## src/rtl/l1_mem_arbiter.sv

```systemverilog
// l1_mem_arbiter
//   Arbitrates instruction-cache and data-cache line-fill requests onto one
//   burst-read master. A burst is issued as one read command of LINESIZE words
//   and every returned beat is forwarded, one cycle later, to the owner cache.
//
// Ports
//   CLK, RESET_N            clock, asynchronous active-low reset
//   I_REQ, I_ADDR           instruction-cache request and byte address
//   I_DONE, I_DATA          per-word completion pulse and word to the I-cache
//   D_REQ, D_ADDR           data-cache request and byte address
//   D_DONE, D_DATA          per-word completion pulse and word to the D-cache
//   AV_ADDRESS              word address of the current burst
//   AV_READ, AV_BURSTCOUNT  read strobe and burst length (LINESIZE)
//   AV_WAITREQUEST          downstream command back-pressure
//   AV_READDATA/VALID       downstream return data
//   GRANT                   one-hot burst owner (bit0 I, bit1 D), 0 when idle
//
// Configuration
//   L1ARB_DCACHE_PRIORITY_EN  when defined, the data side wins every tie and
//                             the round-robin pointer is not built.

module l1_mem_arbiter #(
  parameter int unsigned LINESIZE = 8,
  parameter int unsigned ADDRBITS = 30
) (
  input  logic                CLK,
  input  logic                RESET_N,
  input  logic                I_REQ,
  input  logic [31:0]         I_ADDR,
  output logic                I_DONE,
  output logic [31:0]         I_DATA,
  input  logic                D_REQ,
  input  logic [31:0]         D_ADDR,
  output logic                D_DONE,
  output logic [31:0]         D_DATA,
  output logic [ADDRBITS-1:0] AV_ADDRESS,
  output logic                AV_READ,
  output logic [4:0]          AV_BURSTCOUNT,
  input  logic                AV_WAITREQUEST,
  input  logic [31:0]         AV_READDATA,
  input  logic                AV_READDATAVALID,
  output logic [1:0]          GRANT
);

  localparam int unsigned CNTW  = (LINESIZE > 1) ? $clog2(LINESIZE) : 1;
  localparam int unsigned DATAW = 32;

  typedef enum logic [1:0] {
    ST_IDLE  = 2'd0,
    ST_ISSUE = 2'd1,
    ST_DATA  = 2'd2
  } state_e;

  state_e               state_q, state_d;
  logic [CNTW-1:0]      beat_q, beat_d;
  logic [1:0]           grant_q, grant_d;
  logic                 av_read_q, av_read_d;
  logic [ADDRBITS-1:0]  av_addr_q, av_addr_d;
  logic                 i_done_q, i_done_d;
  logic                 d_done_q, d_done_d;
  logic [DATAW-1:0]     i_data_q, i_data_d;
  logic [DATAW-1:0]     d_data_q, d_data_d;
  logic                 sel_data;   // data side wins if sampled this IDLE cycle

  // Byte-offset bits never reach the word-addressed bus.
  logic unused_addr_lsbs;
  assign unused_addr_lsbs = ^{I_ADDR[1:0], D_ADDR[1:0]};

`ifdef L1ARB_DCACHE_PRIORITY_EN
  // Fixed priority: data side wins whenever it requests.
  always_comb sel_data = D_REQ;
`else
  // Round-robin: last_d_q set means the data side was served most recently.
  logic last_d_q, last_d_d;

  always_comb sel_data = D_REQ & (~I_REQ | ~last_d_q);

  always_comb begin
    last_d_d = last_d_q;
    if ((state_q == ST_IDLE) && (I_REQ | D_REQ)) last_d_d = sel_data;
  end

  // Reset to "data last served" so the first tie goes to the instruction side.
  always_ff @(posedge CLK or negedge RESET_N) begin
    if (!RESET_N) last_d_q <= 1'b1;
    else          last_d_q <= last_d_d;
  end
`endif

  // Next-state and registered-output logic.
  always_comb begin
    state_d   = state_q;
    beat_d    = beat_q;
    grant_d   = grant_q;
    av_read_d = av_read_q;
    av_addr_d = av_addr_q;
    i_done_d  = 1'b0;
    d_done_d  = 1'b0;
    i_data_d  = i_data_q;
    d_data_d  = d_data_q;

    case (state_q)
      ST_IDLE: begin
        // Beats arriving here are strays and are dropped.
        if (I_REQ | D_REQ) begin
          state_d   = ST_ISSUE;
          grant_d   = sel_data ? 2'b10 : 2'b01;
          av_addr_d = sel_data ? ADDRBITS'(D_ADDR[31:2]) : ADDRBITS'(I_ADDR[31:2]);
          av_read_d = 1'b1;
          beat_d    = '0;
        end
      end

      ST_ISSUE: begin
        // Command held stable until accepted; stray beats are dropped.
        if (!AV_WAITREQUEST) begin
          state_d   = ST_DATA;
          av_read_d = 1'b0;
        end
      end

      ST_DATA: begin
        if (AV_READDATAVALID) begin
          if (grant_q[1]) begin
            d_done_d = 1'b1;
            d_data_d = AV_READDATA;
          end else begin
            i_done_d = 1'b1;
            i_data_d = AV_READDATA;
          end
          beat_d = beat_q + CNTW'(1);
          // Last beat: the counter wraps to zero on its own.
          if (beat_q == CNTW'(LINESIZE - 1)) begin
            state_d = ST_IDLE;
            grant_d = 2'b00;
          end
        end
      end

      default: begin
        state_d   = ST_IDLE;
        grant_d   = 2'b00;
        av_read_d = 1'b0;
        beat_d    = '0;
      end
    endcase
  end

  // State and output registers.
  always_ff @(posedge CLK or negedge RESET_N) begin
    if (!RESET_N) begin
      state_q   <= ST_IDLE;
      beat_q    <= '0;
      grant_q   <= 2'b00;
      av_read_q <= 1'b0;
      av_addr_q <= '0;
      i_done_q  <= 1'b0;
      d_done_q  <= 1'b0;
      i_data_q  <= '0;
      d_data_q  <= '0;
    end else begin
      state_q   <= state_d;
      beat_q    <= beat_d;
      grant_q   <= grant_d;
      av_read_q <= av_read_d;
      av_addr_q <= av_addr_d;
      i_done_q  <= i_done_d;
      d_done_q  <= d_done_d;
      i_data_q  <= i_data_d;
      d_data_q  <= d_data_d;
    end
  end

  assign I_DONE        = i_done_q;
  assign I_DATA        = i_data_q;
  assign D_DONE        = d_done_q;
  assign D_DATA        = d_data_q;
  assign AV_ADDRESS    = av_addr_q;
  assign AV_READ       = av_read_q;
  assign AV_BURSTCOUNT = 5'(LINESIZE);
  assign GRANT         = grant_q;

endmodule

```

## config.mk

```make
export PLATFORM = sky130hd
export DESIGN_NAME = l1_mem_arbiter
export DESIGN_NICKNAME = d
export VERILOG_FILES = /design/src/rtl/l1_mem_arbiter.sv
export SDC_FILE = /design/constraint.sdc
export NUM_CORES = 1
export LEC_CHECK = 0
export BUFFER_PORTS_ARGS = -buffer_cell sky130_fd_sc_hd__buf_2
export CORE_MARGIN = 3
export CORE_UTILIZATION = 51
export DETAILED_ROUTE_END_ITERATION = 6
export PLACE_DENSITY = 0.95
export SKIP_LAST_GASP = 1
export SLEW_MARGIN = 0
export SYNTH_ARGS = -nofsm -noshare
export SYNTH_HDL_FRONTEND = slang
export SYNTH_SLANG_ARGS = --single-unit
```

## constraint.sdc

```tcl
create_clock -name CLK -period 4.2 [get_ports CLK]
set_input_delay 0 -clock CLK [delete_from_list [all_inputs] [get_ports CLK]]
set_output_delay 0 -clock CLK [all_outputs]
set_load 0.02 [all_outputs]
```

Word-level counts from Yosys, hierarchy flattened:

Cells that the tools add are included.

* register bits: 105
* bits in latches: 0
* RAM bits: 0
* bits in read-only memories: 0
* bits of input ports: 102
* output and inout port bits: 104
* memories kept: 0

* add/sub/neg operators: 1
* $mul: 0
* divide/modulo/power cells: 0
* $lt $le $gt $ge: 0
* equality and inequality tests: 7
* shift operators: 0
* muxes and demuxes: 21
* bitwise operators: 8
* reductions and logical operators: 9

Operators with widths (number)
* 30-bit 2-to-1 mux: 1
* 2-bit 2-to-1 mux: 6
* 2-bit case mux with 3 select lines: 2
* 3-bit AND reduction: 4
* 3-bit case mux with 3 select lines: 1
* 1-bit 2-to-1 mux: 8
* 4-bit AND reduction: 2
* 3-bit 2-to-1 mux: 2
* 2-bit inequality test, second input constant: 3
* 1-bit NOT: 5
* 3-bit by 1-bit adder with 3-bit output, second input constant: 1
* 3-bit == test, second input constant: 1
* 1-bit case mux with 3 select lines: 1
* 2-bit by 1-bit == test with 1-bit output, second input constant: 1
* 2-bit == test, second input constant: 1
* 2-bit logical NOT: 1
* 2-bit by 1-bit inequality test with 1-bit output, second input constant: 1
* 1-bit bitwise OR: 2
* 2-bit AND reduction: 1
* 1-bit bitwise AND: 1
* 1-bit logical AND: 1

Longest topological paths before layout:

* depth after elaboration: 6
* depth in mapped cells: 7
* depth with buffers taken out: 5

Least setup slack after synthesis:

No wires, ideal clock.

* path kind: reg2reg
* start: reg state_q[1]
* end: reg i_data_q[0] (netlist: I_DATA[0])
* library setup time: 125 ps
* arrival: 1430 ps
* required time: 4075 ps
* path slack: 2644 ps
* stages on the path, launching flop included: 8
* period minus slack after synthesis: 1556 ps
* cell sequence: dfrtp_1 buf_6 nor2b_4 buf_6 and3b_1 buf_6 buf_12 mux2_4

* word-level cells in the longest chain between the ends: 2

RTL lines
* from (decl): RTL line 54 `state_e state_q, state_d;`
* from (signal assigned): RTL line 162 `state_q <= state_d;`
* 2-bit == test: RTL line 102 `case (state_q)`
* 3-bit AND reduction (no source line)
* to (signal assigned): RTL line 169 `i_data_q <= i_data_d;`
* to (decl): RTL line 61 `logic [DATAW-1:0] i_data_q, i_data_d;`

Every way passes these cells.
A chain may end at the register's enable or synchronous reset.

Final worst setup path:

* start: in I_REQ
* end: reg av_addr_q[8] (netlist: AV_ADDRESS[8])

* word-level cells in the longest chain between the ends: 4
* elaborated cells on any way between the ends: 6

RTL lines
* from (decl): RTL line 28 `input logic I_REQ,`
* 1-bit NOT: RTL line 76 `always_comb sel_data = D_REQ & (~I_REQ | ~last_d_q);`
* 1-bit bitwise OR: RTL line 76
* 1-bit bitwise AND: RTL line 76
* 30-bit 2-to-1 mux: RTL line 108 `av_addr_d = sel_data ? ADDRBITS'(D_ADDR[31:2]) : ADDRBITS'(I_ADDR[31:2]);`
* to (signal assigned): RTL line 166 `av_addr_q <= av_addr_d;`
* to (decl): RTL line 58 `logic [ADDRBITS-1:0] av_addr_q, av_addr_d;`

Several ways; a longest one is shown, not always the timed one.

==> results.sh <==
export IMPL_rsz0062_at_grt="no"
export IMPL_worstPathRequired_ns=4.45
export IMPL_ys_seq_elements=105
export IMPL_avgViaCountPerCell=5.638
export IMPL_slew_headroom_pct=27.34
export IMPL_root_buffer="clkbuf_8"
export IMPL_switching_share_pct=42.27
export IMPL_h_tree_depth=3
export IMPL_slowest_delay_ns=0.62
export IMPL_drive_gt1_share_pct=45.03
export IMPL_criticalPathCategory="in2reg"
export IMPL_worstSkewPairLatency_ns=0.37
export IMPL_fmax_mhz=429.7
export IMPL_grt_max_degree=62
export IMPL_start_util_pct=53.77
export IMPL_dieArea_um2=10000
export IMPL_drtIter0Drc=207
export IMPL_post_cts_buffers=0
export IMPL_vias=4223
export IMPL_path_clk_slew_ns=0.11
export IMPL_synth_warnings=0
export IMPL_syn_to_final_growth_pct=47.33
export IMPL_internal_power_mw=2.966
export IMPL_crit_slowest_cell="dlygate4sd3_1"
export IMPL_yosysTopAreaCell="dfrtp_1"
export IMPL_hpwl_um=8419
export IMPL_status="complete, no violations"
export IMPL_drt_wl_total_um=15520
export IMPL_setup_worst_path_end_class="flop"
export IMPL_grt_pass1_vias=4534
export IMPL_post_cts_resized=0
export IMPL_clock_sinks=105
export IMPL_fin_area_um2=6640
export IMPL_worstMarginPinSlew_ns=1.090
export IMPL_drt_pass1_iterations=7
export IMPL_yosysUniqueCellTypes=32
export IMPL_leakage_nw=3.290
export IMPL_power_share_combinational_pct=50.8
export IMPL_layout_cells_most_common_list="195 x buf_2, 104 x dfrtp_1, 96 x dlygate4sd3_1"
export IMPL_antenna_found_initial=0
export IMPL_drv_slew=0
export IMPL_fin_skew_ns=0.01396
export IMPL_core_rowCount=33
export IMPL_hold_violations=0
export IMPL_synth_seq_area_share_pct=58.33
export IMPL_synth_area_leaders="dfrtp_1 58%, mux2_4 9.7%, mux2_2 9.2%"
export IMPL_cpLargestDelayFamily="buffers and inverters"
export IMPL_numCtsBuffers=9
export IMPL_fp_dieW_um=100.0
export IMPL_clock_power_share_pct=13.0
export IMPL_core_area_um2=8382
export IMPL_netlist_instances=360
export IMPL_ant_nets=0
export IMPL_crit_chain="dlygate4sd3_1 > buf_2 > or2_2 > and2_0 > buf_4 > a31oi_1 > dlygate4sd3_1"
export IMPL_grt_usage_pct=31.75
export IMPL_start_kind="primary input"
export IMPL_cts_tree="built"
export IMPL_drc=0
export IMPL_critPathBufInv=4
export IMPL_rrSetupSlack_ns=1.90
export IMPL_clockBufferDepth=2
export IMPL_netlist_area_um2=4507
export IMPL_fin_tns_setup_ns=0
export IMPL_p_per_area_nw_per_um2=773.8
export IMPL_crit_top_cell="dlygate4sd3_1"
export IMPL_die_height_um=100.0
export IMPL_grt_pass1_wl_um=24460
export IMPL_routedWlPerCell_um=20.72
export IMPL_layout_commonest_cell="buf_2"
export IMPL_setup_violations=0
export IMPL_p_seq_share_pct=36.2
export IMPL_gp_congestion=0.8055
export IMPL_crit_fanout=35
export IMPL_fin_crit_sh_pct=55.42
export IMPL_max_cap_violations=0
export IMPL_cp_arrival_ns=2.58
export IMPL_grt_overflow=0
export IMPL_layout_nets=743
export IMPL_dpl_cell_area_um2=5456
export IMPL_ios=206
export IMPL_power_switching_mw=2.172
export IMPL_n_antenna_cell=0
export IMPL_vdd_ir_drop_max_mv=0.4728
export IMPL_io_buffers=196
export IMPL_synth_avg_cell_area_um2=12.52
export IMPL_period_needed_ns=2.327
export IMPL_final_util_pct=79.22
export IMPL_hold_path_class="in2reg"
export IMPL_yosysTopAreaCellShare_pct=57.75
[flip-flops by register name, summed over array words and instances (netlist names)]
signal	count
AV_ADDRESS	30
AV_READ	1
D_DATA	32
D_DONE	1
GRANT	2
I_DATA	32
I_DONE	1
beat_q	3
last_d_q	1
state_q	2
[power groups by stage]
stage | logic, mW | clock network, mW | registers, mW
final | 2.61 | 0.668 | 1.86
after global routing | 2.76 | 0.730 | 1.90
after CTS | 2.50 | 0.687 | 1.80
after detailed placement | 2.17 | 0 | 1.82
after global placement | 2.09 | 0 | 1.77
after floorplan | 0.862 | 0 | 2.37
[kinds of logic (layout without fill, tap and decap cells)]
group	count (synthesis)	in the layout	synth area share, %
AOI/OAI and AO/OA	76	76	9.939
xor gates and xnor gates	1	1	0.1944
adders and majority gates	2	2	0.5552
buffers and inverters	35	316	5.081
DFF	105	105	58.33
muxes	67	67	19.13
other	2	5	0.1666
and+or+nand+nor	72	72	6.608
[through the flow]
step	hold slack [ns]	power, mW	setup slack, ns	cells
after detailed placement	0.03655	3.989	1.958	637
after CTS	0.02429	4.987	1.931	749
after global routing	0.07653	5.391	1.756	749
after global placement	0.01462	3.868	2.029	637
final	0.03932	5.138	1.873	749
after floorplan	-0.2956	3.228	2.644	363
[synth_stat cells (all sizes together)]
cell and n:
buf 17, a31oi 31, a21bo 1, o22ai 1, inv 4, nor2 2
or2 1, dfstp 1, nand2 64, mux2i 1, a21oi 34, and2 1
a21boi 1, ha 2, clkbuf 14, nand3 2, mux2 66, xor2 1
a22o 3, and3b 1, a32oi 1, o21ai 2, dfrtp 104, conb 2
o211ai 1, nor2b 1, o31ai 1
[tightest hold or removal path, delay by kind of cell]
| kind | cells | cell delay [ns] |
|---|---|---|
| and+or+nand+nor | 2 | 0.15 |
| AOI/OAI and AO/OA | 1 | 0.07 |
| buffers and inverters | 1 | 0.15 |
[metal layers]
metal,wire [um],track usage [%],vias up
met5,0,0,-
met4,521,12.75,0
met3,1838,9.034,58
met2,7657,54.28,359
met1,5499,37.93,2002
li1,-,-,1804
[area by class of cell]
type / instances / area (um^2)
well taps: 105 / 131.4
multi-input cells: 223 / 1668
inverters: 4 / 15.01
repair buffers: 296 / 1974
clock buffers: 9 / 123.9
flip-flops and latches: 105 / 2629
clock inverters: 7 / 98.84
fillers: 433 / 1742
[final timing paths]
| path | startpoint | endpoint | cells past startpoint |
|---|---|---|---|
| min in group asynchronous | RESET_N | D_DATA[26] | 2 |
| hold / removal | AV_READDATAVALID | state_q[1] | 4 |
| setup reg to reg | state_q[1] | I_DATA[23] | 3 |
| setup / recovery | I_REQ | AV_ADDRESS[8] | 7 |
| max in group asynchronous | RESET_N | I_DATA[10] | 3 |
| hold reg to reg | D_DATA[15] | D_DATA[15] | 1 |
[repair_timing]
item / CTS / global route
endpoints found under the setup margin: 0 / 0
hold buffers: 96 / 0
hold endpoints to repair: 142 / 0
(Power assumes the default switching activity.)
